<file path="config.mk">
export PLATFORM = sky130hd
export DESIGN_NAME = serial_magnitude_comparator
export DESIGN_NICKNAME = d
export VERILOG_FILES = /design/src/rtl/comparator_pkg.sv /design/src/rtl/serial_magnitude_comparator_digit.sv /design/src/rtl/serial_magnitude_comparator.sv
export SDC_FILE = /design/constraint.sdc
export NUM_CORES = 1
export LEC_CHECK = 0
export ABC_AREA = 0
export CORE_MARGIN = 5
export CORE_UTILIZATION = 52
export DETAILED_ROUTE_END_ITERATION = 10
export HOLD_SLACK_MARGIN = 0.05
export PLACE_DENSITY = 0.85
export RECOVER_POWER = 50
export SLEW_MARGIN = 20
export SYNTH_ARGS = -nofsm -noshare
export SYNTH_HDL_FRONTEND = slang
export SYNTH_SLANG_ARGS = --single-unit
</file>
<file path="constraint.sdc">
create_clock -name clk -period 2.6 [get_ports clk]
set_input_delay 0.65 -clock clk [delete_from_list [all_inputs] [get_ports clk]]
set_output_delay 0.65 -clock clk [all_outputs]
set_load 0.01 [all_outputs]
</file>
<file path="src/rtl/comparator_pkg.sv">
// ---------------------------------------------------------------------------
// comparator_pkg
// Shared definitions for the serial magnitude comparator:
//   - FSM state constants and enum (IDLE / COMPARE)
//   - digit_count(): number of DIGIT-wide digits in a WIDTH-bit operand
//   - cnt_width():   width of the digit counter, minimum 1 bit
// ---------------------------------------------------------------------------
package comparator_pkg;

  localparam logic [0:0] ST_IDLE    = 1'b0;
  localparam logic [0:0] ST_COMPARE = 1'b1;

  typedef enum logic [0:0] {
    IDLE    = ST_IDLE,
    COMPARE = ST_COMPARE
  } state_e;

  // Number of digits scanned per operation.
  function automatic int digit_count(input int width, input int digit);
    return width / digit;
  endfunction

  // Counter must hold 0..d-1; a single digit still needs one bit.
  function automatic int cnt_width(input int d);
    if (d <= 2) begin
      return 1;
    end else begin
      return $clog2(d);
    end
  endfunction

endpackage

</file>
<file path="src/rtl/serial_magnitude_comparator_digit.sv">
// ---------------------------------------------------------------------------
// digit_comparator
// Combinational DIGIT-wide stage of the MSB-first greater/equal chain.
// Ports:
//   i_gt, i_eq : chain state from the more significant digits
//   da, db     : current digit of operand A and B
//   o_gt, o_eq : updated chain state
// ---------------------------------------------------------------------------
module digit_comparator #(
  parameter int DIGIT = 2
) (
  input  logic             i_gt,
  input  logic             i_eq,
  input  logic [DIGIT-1:0] da,
  input  logic [DIGIT-1:0] db,
  output logic             o_gt,
  output logic             o_eq
);

  // Once a more significant digit has decided the order, lower digits are ignored.
  always_comb begin
    o_gt = i_gt | (i_eq & (da > db));
    o_eq = i_eq & (da == db);
  end

endmodule

</file>
<file path="src/rtl/serial_magnitude_comparator.sv">
// ---------------------------------------------------------------------------
// serial_magnitude_comparator
// Multi-cycle MSB-first magnitude comparator, DIGIT bits per cycle, with
// early termination at the first differing digit. Signed compares are done
// by flipping both MSBs and comparing unsigned.
// Ports:
//   clk, rst         : clock, synchronous active-high reset
//   start            : request a comparison (sampled only while idle)
//   signed_mode      : 1 = two's-complement compare (latched with start)
//   a, b             : operands (latched with start)
//   busy             : comparison in progress
//   done             : one-cycle pulse, result registers updated
//   o_gt, o_eq, o_lt : registered result, held until the next done or rst
// ---------------------------------------------------------------------------
module serial_magnitude_comparator
  import comparator_pkg::*;
#(
  parameter int WIDTH = 8,
  parameter int DIGIT = 2
) (
  input  logic             clk,
  input  logic             rst,
  input  logic             start,
  input  logic             signed_mode,
  input  logic [WIDTH-1:0] a,
  input  logic [WIDTH-1:0] b,
  output logic             busy,
  output logic             done,
  output logic             o_gt,
  output logic             o_eq,
  output logic             o_lt
);

  localparam int D  = digit_count(WIDTH, DIGIT);
  localparam int CW = cnt_width(D);

  localparam logic [CW-1:0] CNT_ZERO = CW'(1'b0);
  localparam logic [CW-1:0] CNT_ONE  = CW'(1'b1);
  localparam logic [CW-1:0] CNT_LAST = CW'(D - 1);

  generate
    if ((WIDTH < 2) || (DIGIT < 1) || ((WIDTH % DIGIT) != 0)) begin : g_bad_params
      $error("serial_magnitude_comparator: WIDTH must be >= 2 and a multiple of DIGIT");
    end
  endgenerate

  state_e           state_r;
  logic [WIDTH-1:0] a_r;
  logic [WIDTH-1:0] b_r;
  logic             gt_r;
  logic             eq_r;
  logic [CW-1:0]    cnt_r;

  logic [DIGIT-1:0] da_s;
  logic [DIGIT-1:0] db_s;
  logic             gt_s;
  logic             eq_s;
  logic             last_s;

  // Current digit is always the top of the shift registers.
  always_comb begin
    da_s = a_r[WIDTH-1 -: DIGIT];
    db_s = b_r[WIDTH-1 -: DIGIT];
  end

  digit_comparator #(
    .DIGIT (DIGIT)
  ) u_digit (
    .i_gt (gt_r),
    .i_eq (eq_r),
    .da   (da_s),
    .db   (db_s),
    .o_gt (gt_s),
    .o_eq (eq_s)
  );

  // Stop at the first difference or after the last digit; the counter never wraps.
  always_comb begin
    if (!eq_s || (cnt_r == CNT_LAST)) begin
      last_s = 1'b1;
    end else begin
      last_s = 1'b0;
    end
  end

  // FSM, operand shift registers, chain state, counter and result registers.
  always_ff @(posedge clk) begin
    if (rst) begin
      state_r <= IDLE;
      a_r     <= {WIDTH{1'b0}};
      b_r     <= {WIDTH{1'b0}};
      gt_r    <= 1'b0;
      eq_r    <= 1'b1;
      cnt_r   <= CNT_ZERO;
      busy    <= 1'b0;
      done    <= 1'b0;
      o_gt    <= 1'b0;
      o_eq    <= 1'b0;
      o_lt    <= 1'b0;
    end else begin
      case (state_r)
        IDLE: begin
          done <= 1'b0;
          if (start) begin
            // MSB flip maps two's-complement order onto unsigned order.
            a_r     <= {a[WIDTH-1] ^ signed_mode, a[WIDTH-2:0]};
            b_r     <= {b[WIDTH-1] ^ signed_mode, b[WIDTH-2:0]};
            gt_r    <= 1'b0;
            eq_r    <= 1'b1;
            cnt_r   <= CNT_ZERO;
            busy    <= 1'b1;
            state_r <= COMPARE;
          end else begin
            busy    <= 1'b0;
            state_r <= IDLE;
          end
        end
        COMPARE: begin
          gt_r  <= gt_s;
          eq_r  <= eq_s;
          a_r   <= a_r << DIGIT;
          b_r   <= b_r << DIGIT;
          cnt_r <= cnt_r + CNT_ONE;
          if (last_s) begin
            o_gt    <= gt_s;
            o_eq    <= eq_s;
            o_lt    <= ~gt_s & ~eq_s;
            done    <= 1'b1;
            busy    <= 1'b0;
            state_r <= IDLE;
          end else begin
            done    <= 1'b0;
            busy    <= 1'b1;
            state_r <= COMPARE;
          end
        end
        default: begin
          state_r <= IDLE;
          busy    <= 1'b0;
          done    <= 1'b0;
        end
      endcase
    end
  end

endmodule

</file>
======== Yosys cells after proc, flatten, opt, wreduce, memory -nomap -nowiden ========
Index checks and enable logic that the tools add are counted.
cells by class
  $lt $le $gt $ge ......................... 1
  equal/unequal tests ..................... 3
  bitwise operators ....................... 9
  reductions and logical operators ........ 3
  $add $sub $neg .......................... 1
  multiplexer cells ....................... 16
operator list
  kind                                                            count
  8-bit one-hot mux with 2 select lines                           2
  8-bit two-way mux                                               2
  1-bit one-hot mux with 2 select lines                           4
  1-bit two-way mux                                               6
  2-bit one-hot mux with 2 select lines                           1
  1-bit AND                                                       3
  1-bit inverter                                                  3
  2-bit by 1-bit adder with 2-bit output (second input constant)  1
  2-bit == test                                                   1
  2-bit == test (second input constant)                           1
  2-bit greater-than comparator                                   1
  2-bit two-way mux                                               1
  2-bit inequality test (second input constant)                   1
  2-bit AND reduction                                             1
  1-bit XOR                                                       2
  1-bit zero test                                                 1
  1-bit logical OR                                                1
  1-bit OR                                                        1
storage, ports and cells
  flip-flop bits (word level) ............. 25
  logic and storage cells ................. 43

======== Longest topological paths before layout ========
Gate-level depths: netlist of run 1.
  word-level depth ........................ 7
  mapped depth ............................ 6

======== Cells and area by module ========
Synthesis of run 1 repeated with hierarchy kept, for this count alone.
unflattened totals
  cells, all modules ...................... 128
  area total of the unflattened synthesis .. 1171.1 um^2
by module, submodules not included
  module                       times used  area an instance (um^2)  seq. area each (um^2)  cells an instance
  serial_magnitude_comparator  1           1099.8                   500.5                  118
  digit_comparator             1           71.3                     0.0                    10

======== Worst setup path before layout of run 1 ========
Ideal clock, no wire load.
  kind .................................... in2reg
  start point ............................. in start
  end point ............................... reg b_r[2]
  slack ................................... 1.214 ns
  arrival time ............................ 1.259 ns
  required time ........................... 2.472 ns
  setup time .............................. 0.128 ns
  cell stages on the path ................. 6
  cell sequence ........................... buf_6 > buf_12 > mux2i_1 > nor2_1 > a21oi_1 > nor2_1
between the ends
  cells in the longest elaborated chain, start to end .. 1
ends and longest elaborated chain
  what                                    RTL line                            source
  start: declaration                      serial_magnitude_comparator.sv:23   input logic start,
  2-bit inequality test (no source line)  n/a
  end signal: assignment                  serial_magnitude_comparator.sv:91   b_r <= {WIDTH{1'b0}};
  end signal: assignment                  serial_magnitude_comparator.sv:107  b_r <= {b[WIDTH-1] ^ signed_mode, b[WIDTH-2:0]};
  end signal: assignment                  serial_magnitude_comparator.sv:122  b_r <= b_r << DIGIT;
  end: declaration                        serial_magnitude_comparator.sv:49   logic [WIDTH-1:0] b_r;
Every way passes these cells.
A chain may end at the register's enable or synchronous reset.

======== Worst setup path after layout of run 1 ========
  start point ............................. reg o_gt
  end point ............................... out o_gt
RTL lines
  what                      RTL line                            source
  start: declaration        serial_magnitude_comparator.sv:29   output logic o_gt,
  start signal: assignment  serial_magnitude_comparator.sv:125  o_gt <= gt_s;
No word-level cell between the ends.

==> results list, run 1 <==
* Status: complete, no violations
* Count of endpoints failing hold in the final timing report: 0
- The multi-input combinational cells in the finished layout cover a total of 531.8 µm².
- The library cells used most frequently in the layout, excluding fill and tap cells, are 33 x sky130_fd_sc_hd__nor2_1, 25 x sky130_fd_sc_hd__dfxtp_1, 23 x sky130_fd_sc_hd__clkdlybuf4s50_1.
- By area, the combinational part of the netlist is dominated by simple AND/OR/NAND/NOR gates.
* Via-per-instance ratio: 5.307
- In this design, the largest share of critical-path delay is due to buffers and inverters.
- Of the total synthesized cell area, the portion taken by XOR and XNOR cells is 0.01571.
* Type of element capturing the critical path: output port
* Tcrit/Tclk final: 0.7282
* Slowest CP cell: sky130_fd_sc_hd__clkdlybuf4s50_1
* Avg Inst Size Synth: 8.778 µm²
- Core box area: 2002 µm²
* Crit Path Category: register to output port
- The first detailed-routing pass took 4 iterations.
- Sum of internal, switching and leakage power: 0.0007797 W
- Counting both buffers and inverters, the worst setup path holds a total of 1.
* Y dimension of the die: 56.30 µm
* Clock tree from TritonCTS: yes
- Synthesis produced 127 cells.
- Quantity of hold-fixing buffers added after cts: 0
* Arrival time of the worst setup path: 1.24 ns
- Entering global routing, the biggest net connects 35 pins.
- Antenna Nets Post-Route: 0
* Via count of the first global-routing pass: 925
- Filler instances: 171
- Setup repair after global routing left no endpoint under its margin.
- Row generation in the floorplan step produced 16 rows.
* Class of the worst hold path: register to register
- At the worst endpoint, the required time is 1.95 ns.
- CTS saw 25 sinks.
- Power density over cell area: 568.6 nW/µm²
- Once the clock tree was built, the setup fixing pass inserted 0 buffers.
- Post-Syn Nets: 150
* Critical Path, Cell by Cell: clkdlybuf4s50_1
- During synthesis, Yosys emitted a total of 0 warnings.
* Leak pwr: 0.5836 nW
- Routability congestion estimate: 0.7602
- Clock latency on the worst-skew pair, taken at its later pin, is 0.33 ns.
- Fraction of synthesized area in multiplexers: 0.1347
- The die is 56.30 µm wide.
- The mapped netlist covers 1115 µm².
* Final-layout setup total negative slack: 0 ns
- Registers take 500.5 µm².
- Full die area: 3170 µm²
- Antenna diode instance count: 0
- Final setup violating endpoints: 0
- Max IR drop VDD: 0.0004091 V
- The first global-routing pass estimated 4002 µm of wire.
- At the end of the flow, the number of nets in the layout was 173.
- Counting along the longest clock path gives a buffer depth of 2.
- Clock-pin slew was measured on the worst setup and hold paths at 0.13 ns.
* Max FO, Critical Path: 2
* Fin Clk Skew: 0.001786 ns
- The library cell used most frequently in the layout, excluding fill and tap cells, is sky130_fd_sc_hd__nor2_1.
* Final Critical Period: 1.893 ns
- Startpoint class of the critical path: register
- Post-route DRC: 0
- The number of max-slew violations in the final report came to 0.
- Fraction of the mapped netlist area in compound gates: 0.1291
- Adder-Cell Fraction of Synth Area: 0.03367
* Congestion Overflow GR: 0
- Final HPWL DP: 1674 µm
- Of the synthesized area, sequential elements account for 0.4489.
* I/O Pins: 25
- Dividing the detail-routed wire length by the instance count gives 12.67 µm.
- Number of distinct library cell variants in the gate-level netlist after synthesis: 26
- CTS built an H-tree with a depth of 1.
- Max-cap violations in this run came to 0.
- In this run the tightest slew margin relative to its limit is 0.7462.
* Initial standard-cell utilization of the core: 0.5569
- CTS placed an instance of sky130_fd_sc_hd__clkbuf_4 at the clock tree root.
* Number of synthesized register bits: 25
* Number of design-rule violations left by the first detailed-router iteration: 15
* Count of input and output buffers: 24
- Number of buffers created by CTS: 3
- Ratio of cells with drive above 1 in the final layout: 0.05369
- Based on the critical path, the design can be clocked at up to 528.2 MHz.
- On the worst path, the slowest cell contributes a delay of 0.55 ns.
* Routed wire length: 2230 µm
* Count of instances resized after the clock tree is built: 0
- The initial antenna violation count was 0.
* Detailed-route via count: 934
- From synthesis to final layout, the design area changed by 23.01%.
- Simple logic cell fraction of the synthesized area: 0.1639
* Tightest Pin Transition: 0.3808 ns
- In the global route stage, overall resource usage came out at 0.1593.
## synth_stat cells
cell | n | area share
sky130_fd_sc_hd__a211oi_1 | 2 | 0.013
sky130_fd_sc_hd__a21oi_1 | 17 | 0.076
sky130_fd_sc_hd__a2bb2oi_1 | 1 | 0.0079
sky130_fd_sc_hd__and3_1 | 1 | 0.0056
sky130_fd_sc_hd__buf_12 | 1 | 0.018
sky130_fd_sc_hd__buf_2 | 2 | 0.0090
sky130_fd_sc_hd__buf_4 | 2 | 0.013
sky130_fd_sc_hd__buf_6 | 1 | 0.010
sky130_fd_sc_hd__clkbuf_1 | 3 | 0.010
sky130_fd_sc_hd__dfxtp_1 | 25 | 0.45
sky130_fd_sc_hd__ha_1 | 3 | 0.034
sky130_fd_sc_hd__inv_1 | 4 | 0.013
sky130_fd_sc_hd__mux2i_1 | 15 | 0.13
sky130_fd_sc_hd__nand2_1 | 3 | 0.010
sky130_fd_sc_hd__nand3_1 | 1 | 0.0045
sky130_fd_sc_hd__nand3b_1 | 1 | 0.0067
sky130_fd_sc_hd__nor2_1 | 33 | 0.11
sky130_fd_sc_hd__nor2b_1 | 1 | 0.0056
sky130_fd_sc_hd__nor3_1 | 2 | 0.0090
sky130_fd_sc_hd__o211a_1 | 1 | 0.0090
sky130_fd_sc_hd__o21a_1 | 1 | 0.0067
sky130_fd_sc_hd__o21ai_0 | 1 | 0.0045
sky130_fd_sc_hd__o22ai_1 | 2 | 0.011
sky130_fd_sc_hd__or2_0 | 1 | 0.0056
sky130_fd_sc_hd__or2_2 | 1 | 0.0056
sky130_fd_sc_hd__xnor2_1 | 2 | 0.016
## layout make-up
type | count | area share
Clock buffer | 3 | 0.01642
Clock inverter | 1 | 0.003650
Inverter | 4 | 0.01095
Multi-Input combinational cell | 89 | 0.3878
Sequential cell | 25 | 0.3650
Tap cell | 27 | 0.02463
Timing Repair Buffer | 27 | 0.1916
## sequential cells by signal (all words and copies together), names as in the netlist
signal,flops
a_r,8
b_r,8
cnt_r,2
done,1
eq_r,1
gt_r,1
o_eq,1
o_gt,1
o_lt,1
state_r,1
## worst min-delay path: cells and delay by family (launching register included)
kind	cells	cell delay [ns]
compound gates	1	0.06
flops	1	0.34
simple gates	1	0.06
## routing by layer
layer,track usage,routed length (µm)
met5,0,0
met4,0.1119,61
met3,0.03211,123
met2,0.2554,1063
met1,0.1885,981
## through the flow
| stage | cell area, µm² | instances | util | worst slack (ns) | hold slack [ns] |
|---|---|---|---|---|---|
| global route | 1371 | 176 | 0.6850 | 0.6338 | 0.5179 |
| finish | 1371 | 176 | 0.6850 | 0.7067 | 0.4914 |
| detailed placement | 1344 | 172 | 0.6713 | 0.4732 | 0.4737 |
| global placement | 1344 | 172 | 0.6713 | 0.5276 | 0.4601 |
| floorplan | 1115 | 127 | - | 1.214 | 0.4455 |
| CTS | 1371 | 176 | 0.6850 | 0.6971 | 0.4894 |
## worst paths after layout
| path | startpoint | slack (ns) | endpoint | depth (start not counted) |
|---|---|---|---|---|
| worst max-delay path | o_gt$_SDFFE_PP0P_ | 0.71 | o_gt | 1 |
| worst min register to register | a_r[5]$_SDFFE_PP0P_ | 0.49 | a_r[7]$_SDFFE_PP0P_ | 2 |
| worst min-delay path | a_r[5]$_SDFFE_PP0P_ | 0.49 | a_r[7]$_SDFFE_PP0P_ | 2 |
| worst max register to register | a_r[6]$_SDFFE_PP0P_ | 1.21 | o_gt$_SDFFE_PP0P_ | 5 |
## kinds of logic after synthesis
kind of cell               after synthesis
adders and majority gates                3
xor gates and xnor gates                 2
and+or+nand+nor                         44
buffers and inverters                   13
muxes                                   15
AOI/OAI and AO/OA                       25
DFF                                     25
## power breakdown
group          switching [W]  internal [W]  total (W)
logic              0.0000877     0.0000903   0.000178
clock network       0.000117     0.0000579   0.000174
registers          0.0000155      0.000412   0.000427
Power figures use the tool's default switching activity.
==> inputs of run 2 (changes only) <==
--- a/config.mk
+++ b/config.mk
@@ -7,10 +7,10 @@
 export LEC_CHECK = 0
 export ABC_AREA = 0
 export CORE_MARGIN = 5
-export CORE_UTILIZATION = 52
+export CORE_UTILIZATION = 48
 export DETAILED_ROUTE_END_ITERATION = 10
 export HOLD_SLACK_MARGIN = 0.05
-export PLACE_DENSITY = 0.85
+export PLACE_DENSITY = 0.8
 export RECOVER_POWER = 50
 export SLEW_MARGIN = 20
 export SYNTH_ARGS = -nofsm -noshare
==> constraint.sdc (replaced) <==
create_clock -name clk -period 1.92 [get_ports clk]
set_input_delay 0.48 -clock clk [delete_from_list [all_inputs] [get_ports clk]]
set_output_delay 0.48 -clock clk [all_outputs]
set_load 0.01 [all_outputs]
==> results list, run 2 (same netlist as run 1, synthesis figures left out) <==
- Biggest registers after layout: a_r (8), b_r (8), cnt_r (2)
- Number of post-CTS setup repair buffers: 0 (unchanged)
* Sum of internal, switching and leakage power: 0.001039 W (+33%)
* Y dimension of the die: 58.19 µm (+3.4%)
- The count of antenna diodes in the layout is 0 (unchanged).
- Required time of the critical path: 2.13 ns (+0.18 ns)
- Crit Path Category: input pin to register
- Compared with the post-synthesis result, the final layout area differs by 23.57%.
- The final-layout setup total negative slack came to 0 ns (unchanged).
- Clock sink count: 25 (unchanged)
- Count of TritonRoute iterations in the first routing pass: 5 (+1)
- The cell depth of the worst flop-to-flop path came to 5 (unchanged).
- The insertion delay of the later-clocked pin in the worst-skew pair came to 0.30 ns (-0.03 ns).
* Multi-input gate area: 531.8 µm² (unchanged)
* Number of H-tree levels: 1 (unchanged)
- Post-route DRC: 0 (unchanged)
* Worst r2r dst: eq_r$_SDFFE_PP1P_
- Leak pwr: 0.5850 nW (+0.24%)
- The worst slew slack as a fraction of its limit was 0.6072 (-0.1389).
* Capture endpoint of the worst hold path: a_r[7]$_SDFFE_PP0P_
- Count of placed standard cells in the final layout, fillers left out: 179 (+1.7%)
* Highest-count cells in the layout ignoring fill and taps: 33 x sky130_fd_sc_hd__nor2_1, 25 x sky130_fd_sc_hd__dfxtp_1, 24 x sky130_fd_sc_hd__clkdlybuf4s50_1
* Class of the worst hold path: register to register
* Num rows: 17 (+1)
* Max-cap check violation count: 0 (unchanged)
* Max FO, Critical Path: 9 (+7)
- Slowest CP cell: sky130_fd_sc_hd__clkdlybuf4s50_1
* Post-place setup slack: 0.1469 ns (-0.3263 ns)
* Library cell appearing most often on the critical path: sky130_fd_sc_hd__nor2_1
* Initial antenna violation count: 0 (unchanged)
- Global-route total usage across every layer: 0.1329 (-0.02640)
- The number of inserted filler cells in the final layout was 204 (+19%).
- Critical Path, Cell by Cell: clkdlybuf4s50_1 > clkbuf_1 > mux2i_1 > nor2_1 > a21oi_1 > nor2_1
- Fin Clk Skew: 0.002095 ns (+0.0003093 ns)
- The number of nets in the layout was 175 (+1.2%).
* Full die area: 3386 µm² (+6.8%)
* Core box area: 2212 µm² (+10%)
- Count of endpoints failing hold in the final timing report: 0 (unchanged)
* Pin count of the biggest net entering global routing: 35 (unchanged)
- The starting density of the core was 0.5040 (-0.05292).
* Startpoint class of the critical path: input pin
- R2R setup slack: 0.37 ns (-0.84 ns)
- I/O Pins: 25 (unchanged)
- The number of violations reported at the end of detailed-routing iteration 0 is 20 (+5).
- The die extent in x came to 58.19 µm (+3.4%).
- Final count of pins violating max slew: 0 (unchanged)
* Number of buffers created by CTS: 3 (unchanged)
* Wire length of the first global-routing pass: 3546 µm (-11%)
- The total vias in the final route came to 893 (-4.4%).
- CTS Buffer Depth: 2 (unchanged)
- The number of buffers inserted by hold repair at cts came to 0 (unchanged).
* Clock transition at the registers of the reported paths: 0.13 ns (about the same)
- The worst setup path is captured at a register.
- The residual antenna-violating net count after detailed routing came to 0 (unchanged).
- Clock tree from TritonCTS: yes
* Ratio of cells with drive above 1 in the final layout: 0.05298 (-0.0007111)
- Routed wire length: 2060 µm (-7.6%)
- Final Critical Period: 1.750 ns
* Power density over cell area: 753.9 nW/µm² (+33%)
- Count of input and output buffers: 24 (unchanged)
- Routability congestion estimate: 0.8073 (+6.2%)
- Dividing the final minimum period by the clock period gives 0.9116.
- Fmax: 571.4 MHz
* Status: complete, no violations
* Slack of the critical path: 0.1698 ns (-0.5369 ns)
- Tightest Pin Transition: 0.5892 ns (+0.2084 ns)
- Max IR drop VDD: 0.0004597 V (+12%)
* Via-per-instance ratio: 4.989 (-6.0%)
* Most common library cell in the layout ignoring fill and taps: sky130_fd_sc_hd__nor2_1
- Cell chosen for the clock root: sky130_fd_sc_hd__clkbuf_4
* Count of instances resized after the clock tree is built: 0 (unchanged)
- RSZ-0062 raised after global routing: false
- Post-detailed-route wirelength per cell: 11.51 µm (-9.2%)
- The via count of the first global-routing pass was 837 (-9.5%).
- Slowest Stage Delay on Critical Path: 0.49 ns (-0.06 ns)
- The number of cells in the design after placement is 175 (+1.7%).
* Arrival time of the worst setup path: 1.96 ns (+0.72 ns)
- Origin of the critical flop-to-flop path: state_r$_SDFF_PP0_
- Final HPWL DP: 1606 µm (-4.1%)
- Final setup violating endpoints: 0 (unchanged)
- The residual overflow from global routing is 0 (unchanged).
- Combined flip-flop and latch cell area: 500.5 µm² (unchanged)
* Cell depth of the worst min-delay path: 2 (unchanged)
- Startpoint of the tightest hold check path: a_r[5]$_SDFFE_PP0P_
-- run 2: cell types whose count changed in the layout (fill, tap and decap cells not counted), sizes merged --
cell,change
clkbuf,+3
clkdlybuf4s50,+1
buf,-1
dlygate4sd3,-1
-- run 2: layout make-up --
class | instances | area share
clock inverter | 1 | 0.003633
multi-input combinational | 89 | 0.3860
clock buffer | 3 | 0.01635
timing repair buffer | 29 | 0.1944
sequential | 25 | 0.3633
inverter | 4 | 0.01090
tap | 28 | 0.02543
-- run 2: through the flow --
step                area [µm²]    util  hold WS (ns)
detailed placement        1360  0.6148        0.4671
CTS                       1388  0.6273        0.4882
finish                    1378  0.6227        0.4899
global route              1378  0.6227        0.5145
floorplan                 1115       -        0.4455
global placement          1360  0.6148        0.4635
-- run 2: routing by layer --
metal | wire length (µm) | vias up | global-route usage
li1 | - | 479 | -
met1 | 1010 | 396 | 0.1727
met2 | 948 | 16 | 0.2177
met3 | 83 | 2 | 0.03118
met4 | 17 | 0 | 0.03974
met5 | 0 | - | 0
-- run 2: critical path, delay by kind of cell --
kind                   cells  cell delay (ns)
buffers and inverters      2             0.95
AOI/OAI and AO/OA          1             0.14
and+or+nand+nor            2             0.11
muxes                      1             0.27
-- run 2: worst max path at each step --
stage                              startpoint                   to  slack [ns]  cells after the start
after floorplan           b_r[7]$_SDFFE_PP0P_    o_gt$_SDFFE_PP0P_        0.65                      6
after global placement                  start  b_r[6]$_SDFFE_PP0P_        0.18                      6
after detailed placement                start  b_r[2]$_SDFFE_PP0P_        0.15                      6
after CTS                   o_eq$_SDFFE_PP0P_                 o_eq        0.22                      1
after global routing                    start  b_r[6]$_SDFFE_PP0P_        0.09                      6
final                                   start  b_r[2]$_SDFFE_PP0P_        0.17                      6
-- run 2: power by group --
part / internal (W) / total (W) / switching (W)
logic: 0.000122 / 0.000238 / 0.000116
registers: 0.000558 / 0.000577 / 0.0000197
clock network: 0.0000777 / 0.000223 / 0.000146
